`config.mk`:
```
export PLATFORM = sky130hd
export DESIGN_NAME = xbar_rr_arbiter
export DESIGN_NICKNAME = d
export VERILOG_FILES = /design/src/rtl/xbar_pkg.sv /design/src/rtl/xbar_rr_arbiter_rr_pick.sv /design/src/rtl/xbar_rr_arbiter.sv
export SDC_FILE = /design/constraint.sdc
export NUM_CORES = 1
export LEC_CHECK = 0
export BUFFER_PORTS_ARGS = -buffer_cell sky130_fd_sc_hd__buf_2
export CORE_ASPECT_RATIO = 2
export CORE_MARGIN = 2
export CORE_UTILIZATION = 59
export CTS_CLUSTER_DIAMETER = 60
export DETAILED_ROUTE_END_ITERATION = 8
export PLACE_DENSITY_LB_ADDON = 0.12
export SYNTH_ARGS = -nofsm -noshare
export SYNTH_HDL_FRONTEND = slang
export SYNTH_SLANG_ARGS = --single-unit
```
`constraint.sdc`:
```
create_clock -name clk -period 5.68 [get_ports clk]
set_input_delay 1.136 -clock clk [delete_from_list [all_inputs] [get_ports clk]]
set_output_delay 1.136 -clock clk [all_outputs]
set_load 0.1 [all_outputs]
```
`src/rtl/xbar_pkg.sv`:
```
// Shared crossbar package: queue count, index width, arbiter state encoding
// and a one-hot to binary helper used by the crossbar and the selectors.
package xbar_pkg;

  localparam int NUM_QUEUES_C = 16;
  localparam int IDX_W_C      = 4;

  typedef enum logic {
    IDLE = 1'b0,
    XFER = 1'b1
  } arb_state_t;

  // OR-fold of bit positions; exact for a one-hot input, zero for all-zero.
  function automatic logic [IDX_W_C-1:0] onehot2idx(input logic [NUM_QUEUES_C-1:0] oh);
    logic [IDX_W_C-1:0] idx;
    idx = '0;
    for (int i = 0; i < NUM_QUEUES_C; i++) begin
      if (oh[i]) idx = idx | IDX_W_C'(i);
    end
    return idx;
  endfunction

endpackage

```
`src/rtl/xbar_rr_arbiter_rr_pick.sv`:
```
// Combinational round-robin picker: lowest set request strictly above rr_ptr,
// wrapping. The request vector is doubled so the wrap becomes a plain
// lowest-set-bit search over bits above rr_ptr.
module rr_pick
  import xbar_pkg::*;
#(
  parameter int NUM_QUEUES = NUM_QUEUES_C,
  parameter int IDX_W      = IDX_W_C
) (
  input  logic [NUM_QUEUES-1:0] req,
  input  logic [IDX_W-1:0]      rr_ptr,
  output logic [NUM_QUEUES-1:0] win_onehot,
  output logic [IDX_W-1:0]      win_idx,
  output logic                  any
);

  localparam int DW = 2 * NUM_QUEUES;

  logic [DW-1:0] w_dbl;
  logic [DW-1:0] w_mask;
  logic [DW-1:0] w_masked;
  logic [DW-1:0] w_lowest;

  // Mask off positions up to rr_ptr, isolate the lowest survivor, fold back.
  always_comb begin
    w_dbl = {req, req};
    for (int j = 0; j < DW; j++) begin
      w_mask[j] = (32'(j) > 32'(rr_ptr));
    end
    w_masked   = w_dbl & w_mask;
    w_lowest   = w_masked & (~w_masked + DW'(1));
    win_onehot = w_lowest[NUM_QUEUES-1:0] | w_lowest[DW-1:NUM_QUEUES];
    win_idx    = '0;
    for (int i = 0; i < NUM_QUEUES; i++) begin
      if (win_onehot[i]) win_idx = IDX_W'(i);
    end
    any = |req;
  end

endmodule

```
`src/rtl/xbar_rr_arbiter.sv`:
```
// Per-output packet arbiter for the 16x16 crossbar. Holds a round-robin grant
// for a whole packet and re-arbitrates on eop with no bubble.
// Optional feature: define ARB_TIMEOUT_EN to force-release an owner that
// sends no beat for TIMEOUT_CYCLES consecutive granted cycles.
module xbar_rr_arbiter
  import xbar_pkg::*;
#(
  parameter int NUM_QUEUES     = NUM_QUEUES_C,
  parameter int IDX_W          = IDX_W_C,
  parameter int CNT_W          = 16,
  parameter int TIMEOUT_CYCLES = 1024
) (
  input  logic                  clk,
  input  logic                  rst,
  input  logic [NUM_QUEUES-1:0] req,
  input  logic                  beat_valid,
  input  logic                  beat_eop,
  output logic [NUM_QUEUES-1:0] grant,
  output logic                  grant_valid,
  output logic [IDX_W-1:0]      grant_idx,
  output logic                  pkt_done,
  output logic [CNT_W-1:0]      pkt_count,
  output logic                  timeout_pulse
);

  arb_state_t            r_state, w_state_nxt;
  logic [NUM_QUEUES-1:0] r_grant, w_grant_nxt;
  logic                  r_grant_valid;
  logic [IDX_W-1:0]      r_grant_idx, w_idx_nxt;
  logic [IDX_W-1:0]      r_rr_ptr, w_ptr_nxt;
  logic                  r_pkt_done, w_done_nxt;
  logic [CNT_W-1:0]      r_pkt_count, w_cnt_nxt;
  logic                  r_timeout, w_to_nxt;

  logic [IDX_W-1:0]      w_pick_ptr;
  logic [NUM_QUEUES-1:0] w_win_onehot;
  logic [IDX_W-1:0]      w_win_idx;
  logic                  w_any;
  logic                  w_eop;
  logic                  w_timeout;
  logic                  w_load_grant;

  // In XFER the owner becomes the new pointer on release, so search past it.
  assign w_pick_ptr = (r_state == XFER) ? r_grant_idx : r_rr_ptr;
  assign w_eop      = (r_state == XFER) && beat_valid && beat_eop;

  rr_pick #(
    .NUM_QUEUES (NUM_QUEUES),
    .IDX_W      (IDX_W)
  ) u_pick (
    .req        (req),
    .rr_ptr     (w_pick_ptr),
    .win_onehot (w_win_onehot),
    .win_idx    (w_win_idx),
    .any        (w_any)
  );

`ifdef ARB_TIMEOUT_EN
  localparam int TO_W = $clog2(TIMEOUT_CYCLES + 1);

  logic [TO_W-1:0] r_idle_cnt;

  // An eop needs beat_valid, so it always beats a same-cycle timeout.
  assign w_timeout = (r_state == XFER) && !beat_valid &&
                     (r_idle_cnt == TO_W'(TIMEOUT_CYCLES - 1));

  // Count consecutive beat-less granted cycles; cleared by a grant or a beat.
  always_ff @(posedge clk or negedge rst) begin
    if (!rst) begin
      r_idle_cnt <= '0;
    end else if (w_load_grant) begin
      r_idle_cnt <= '0;
    end else if (r_state == XFER) begin
      r_idle_cnt <= beat_valid ? '0 : r_idle_cnt + TO_W'(1);
    end
  end
`else
  assign w_timeout = 1'b0;
`endif

  // Next-state and registered-output logic for the IDLE/XFER arbiter.
  always_comb begin
    w_state_nxt  = r_state;
    w_grant_nxt  = r_grant;
    w_idx_nxt    = r_grant_idx;
    w_ptr_nxt    = r_rr_ptr;
    w_done_nxt   = 1'b0;
    w_cnt_nxt    = r_pkt_count;
    w_to_nxt     = 1'b0;
    w_load_grant = 1'b0;
    case (r_state)
      IDLE: begin
        if (w_any) begin
          w_grant_nxt  = w_win_onehot;
          w_idx_nxt    = w_win_idx;
          w_state_nxt  = XFER;
          w_load_grant = 1'b1;
        end
      end
      XFER: begin
        if (w_eop || w_timeout) begin
          w_ptr_nxt = r_grant_idx;
          if (w_eop) begin
            w_done_nxt = 1'b1;
            w_cnt_nxt  = r_pkt_count + CNT_W'(1);
          end else begin
            w_to_nxt = 1'b1;
          end
          if (w_any) begin
            w_grant_nxt  = w_win_onehot;
            w_idx_nxt    = w_win_idx;
            w_load_grant = 1'b1;
          end else begin
            w_grant_nxt = '0;
            w_state_nxt = IDLE;
          end
        end
      end
      default: begin
        w_state_nxt = IDLE;
        w_grant_nxt = '0;
      end
    endcase
  end

  // State register.
  always_ff @(posedge clk or negedge rst) begin
    if (!rst) r_state <= IDLE;
    else      r_state <= w_state_nxt;
  end

  // Output and pointer registers; reset drops ownership immediately.
  always_ff @(posedge clk or negedge rst) begin
    if (!rst) begin
      r_grant       <= '0;
      r_grant_valid <= 1'b0;
      r_grant_idx   <= '0;
      r_rr_ptr      <= IDX_W'(NUM_QUEUES - 1);
      r_pkt_done    <= 1'b0;
      r_pkt_count   <= '0;
      r_timeout     <= 1'b0;
    end else begin
      r_grant       <= w_grant_nxt;
      r_grant_valid <= |w_grant_nxt;
      r_grant_idx   <= w_idx_nxt;
      r_rr_ptr      <= w_ptr_nxt;
      r_pkt_done    <= w_done_nxt;
      r_pkt_count   <= w_cnt_nxt;
      r_timeout     <= w_to_nxt;
    end
  end

  assign grant         = r_grant;
  assign grant_valid   = r_grant_valid;
  assign grant_idx     = r_grant_idx;
  assign pkt_done      = r_pkt_done;
  assign pkt_count     = r_pkt_count;
  assign timeout_pulse = r_timeout;

endmodule
```
==> results.yml <==
worst_hold_path:
  hold_path.startpoint: "pkt_count[14]"
  worst_hold_path_type: "reg2reg"
  hold_depth: 1
  worst_hold_path.endpoint: "pkt_count[14]"
final_layout:
  final_layout_size_suffix_gt1_share_pct: 25.07
  n_antenna_cell: 0
  syn_to_final_growth_pct: 12.30
  final_cell_area_sq_mm: 0.003062
  final_net_count: 367
route:
  routed_wl_um: 7231
  routed_wire_length_per_instance_um: 17.99
  drt-vias-per-instance: 6.356
  dr_total_vias: 2555
  drt_first_iter_violations: 112
  postRouteAntennaNets: 0
  drt_first_pass_iters: 5
  drt_drc_violations_left: 0
floorplanning:
  die_ar_sq_mm: 0.005214
  coreArea_sq_mm: 0.004511
  row_count: 35
  initial_standard_cell_utilization_of_the_core_pct: 60.44
  dieWidth_um: 52.07
  io-pin-count: 59
  die_h_um: 100.1
power_and_ir_drop:
  sequentialPowerShare_pct: 29.0
  share_clk_of_total_power_pct: 11.3
  power.leakage_nw: 1.466
  power.combinational.fraction_pct: 59.7
  cell_internal_pwr_mw: 0.6957
  cellPowerDensity_mw_per_mm2: 550.0
  switching_power_share_of_the_total_pct: 58.69
  vdd_ir_drop_max_uv: 358.5
  power_switching_mw: 0.9882
sta:
  timing_max_transition_violations_final: 0
  rsz0062_at_grt: "false"
  worst-slew-pin-transition_ns: 0.9349
  period_minus_slack_ns: 3.403
  report.final.setup_viol: 0
  hold_violations: 0
  max_clock_skew_ns: 0.006455
  max_freq_mhz: 293.8
  tns_ns: 0
  max-slew-margin-rel_pct: 37.67
  finalCritPeriodShare_pct: 59.91
logic_synthesis:
  synthMostInstantiatedCell: "nand2_1"
  synthesis.instances: 292
  yosysSeqAreaShare_pct: 39.65
  synthDominantCellAreaShare_pct: 35.80
  postSynth.asyncResetShare_pct: 100.0
  synth-main-ff-cell: "dfrtp_1"
  mean_cell_area_of_the_mapped_netlist_sq_um: 9.337
  yosysTopAreaCell: "dfrtp_1"
  synth-edff-count: 0
  synth.top_cells.by_area: "dfrtp_1 36%, nand2_1 6.3%, dfstp_2 3.9%"
  synth_common_cells: "46 x nand2_1, 39 x dfrtp_1, 21 x nor2_1"
  synth-warning-count: 0
  synth_cell_types: 72
  mappedNetlistNets: 313
  synth_seq_cells: 43
  synth_area_sq_mm: 0.002726
critical_path:
  path_class: "reg2reg"
  critical_path_peak_fanout: 25
  worst_r2r_endpoint: "grant_valid"
  setup_slack_on_the_worst_flop_to_flop_path_ns: 2.28
  rr_startpoint: "r_state"
  cp.arrival_ns: 3.64
  timing.critical_path.to_type: "register"
  crit_path_start_kind: "register"
  cp.required_ns: 5.91
  worst-r2r-cell-count: 8
clock_network:
  numClockSinks: 43
  clock_pin_slew_of_the_registers_on_the_worst_case_setup_and_hold_paths_ns: 0.08
  ctsHoldBuffers: 0
  post_cts.resized_instances: 0
  cts_htree_levels: 2
  clock_insertion_delay_worst_skew_ns: 0.29
  post_cts.repair.setup_buffers: 0
  cts_tree: "built"
  clock_path_buffers: 2
  cts-root-buf: "clkbuf_8"
  cts_inserted_buffers: 5
run_status:
  run_status: "finished, final reports clean"
placement:
  place_congestion: 1.050
  placed_area_sq_mm: 0.002977
  port_buffers: 57
  detailed_place_hpwl_um: 5628
grt:
  pin_count_of_the_biggest_net_entering_global_routing: 44
  grt_first_pass_wirelength_um: 11850
  number_of_antenna_violations_at_the_first_check_in_global_routing: 0
  first_global_vias: 2439
  globalRouteTotalUtil_pct: 30.28
  global_route.overflow_total: 0
run:
  max_cap_violations: 0
-- cells by family after synthesis --
group                    after synthesis  share of synthesized area (%)
multiplexers                           2                          1.193
buffers and inverters                 23                          5.736
AO/OA/AOI/OAI                         67                          20.28
other                                  1                         0.1375
flip-flops                            43                          39.65
adder cells (fa/ha/maj)                1                         0.4589
AND/OR/NAND/NOR                      140                          27.72
XOR/XNOR                              15                          4.819
-- worst max-delay path, stage by stage (launching register included) --
cell,delay (ns)
dfrtp_1,0.88
nor3_1,0.19
o21ai_1,0.37
a41oi_4,0.25
nor4b_4,0.75
a41oi_1,0.38
o21ai_0,0.32
nor4_1,0.09
nand3_1,0.09
-- layout by cell type (no fill, tap or decap), drive strengths merged, types with 2 or more instances in the layout --
master,Yosys,routed
buf,9,58
nand2,46,46
dfrtp,39,39
nor2,22,22
o21ai,17,17
nand3,16,16
inv,12,12
xnor2,11,11
nor3,10,10
nand3b,6,6
and3,6,6
clkbuf,2,6
a41oi,6,6
o2111ai,5,5
nand4,5,5
nor4,5,5
or4,5,5
a21oi,4,4
a31oi,4,4
xor2,4,4
dfstp,4,4
nor4b,4,4
a32o,3,3
nand2b,3,3
a32oi,3,3
o211ai,3,3
and3b,3,3
o31ai,3,3
o21a,2,2
and2,2,2
and4,2,2
o32a,2,2
o221ai,2,2
mux2i,2,2
nor3b,2,2
a211oi,2,2
o41ai,2,2
a31o,2,2
-- metrics by stage --
| step | util, % | power (mW) | hold WS [ns] | setup WS, ns | cells |
|---|---|---|---|---|---|
| 6_report | 67.88 | 1.684 | 0.4888 | 2.277 | 402 |
| 5_1_grt | 67.88 | 1.768 | 0.5116 | 2.012 | 402 |
| 4_1_cts | 67.88 | 1.682 | 0.4903 | 2.293 | 402 |
| 3_5_place_dp | 65.99 | 1.487 | 0.4793 | 1.988 | 394 |
| 3_3_place_gp | 65.99 | 1.481 | 0.4557 | 2.064 | 394 |
| 2_1_floorplan | - | 1.317 | 0.4610 | 2.614 | 292 |
-- how the worst max path moves through the flow --
| stage | slack (ns) | to | depth (start not counted) | from |
|---|---|---|---|---|
| after floorplan | 2.61 | grant_valid | 8 | req[2] |
| after detailed placement | 1.99 | grant_valid | 9 | req[2] |
| after global routing | 2.01 | grant_valid | 8 | r_state |
| final | 2.28 | grant_valid | 8 | r_state |
| after CTS | 2.29 | grant_valid | 9 | req[2] |
| after global placement | 2.06 | grant_valid | 9 | req[2] |
-- layer usage --
| layer | part of all wire, % | GRT usage, % | up-vias | wire [um] |
|---|---|---|---|---|
| li1 | - | - | 1195 | - |
| met3 | 6.1 | 4.018 | 33 | 444 |
| met1 | 39 | 38.51 | 1200 | 2797 |
| met5 | 0 | 0 | - | 0 |
| met2 | 50 | 47.91 | 127 | 3588 |
| met4 | 5.5 | 18.02 | 0 | 400 |
-- flip-flops by register name, summed over array words and instances (netlist names) --
signal,count
grant,16
pkt_count,16
grant_idx,4
r_rr_ptr,4
grant_valid,1
pkt_done,1
r_state,1
-- layout make-up --
type	instances	area, sq um
flip-flops and latches	43	1081
inverters	12	45.04
clock buffers	6	72.57
well taps	55	68.82
multi-input cells	226	1489
repair buffers	58	292.8
fillers	383	1449
clock inverters	2	12.51
-- power by group through the flow --
stage,logic (mW),registers (mW),clock network [mW]
finish,1.01,0.488,0.190
global route,1.07,0.497,0.206
CTS,1.00,0.484,0.196
detailed placement,0.997,0.490,0
global placement,0.993,0.488,0
floorplan,0.420,0.897,0
(Power assumes the default switching activity.)
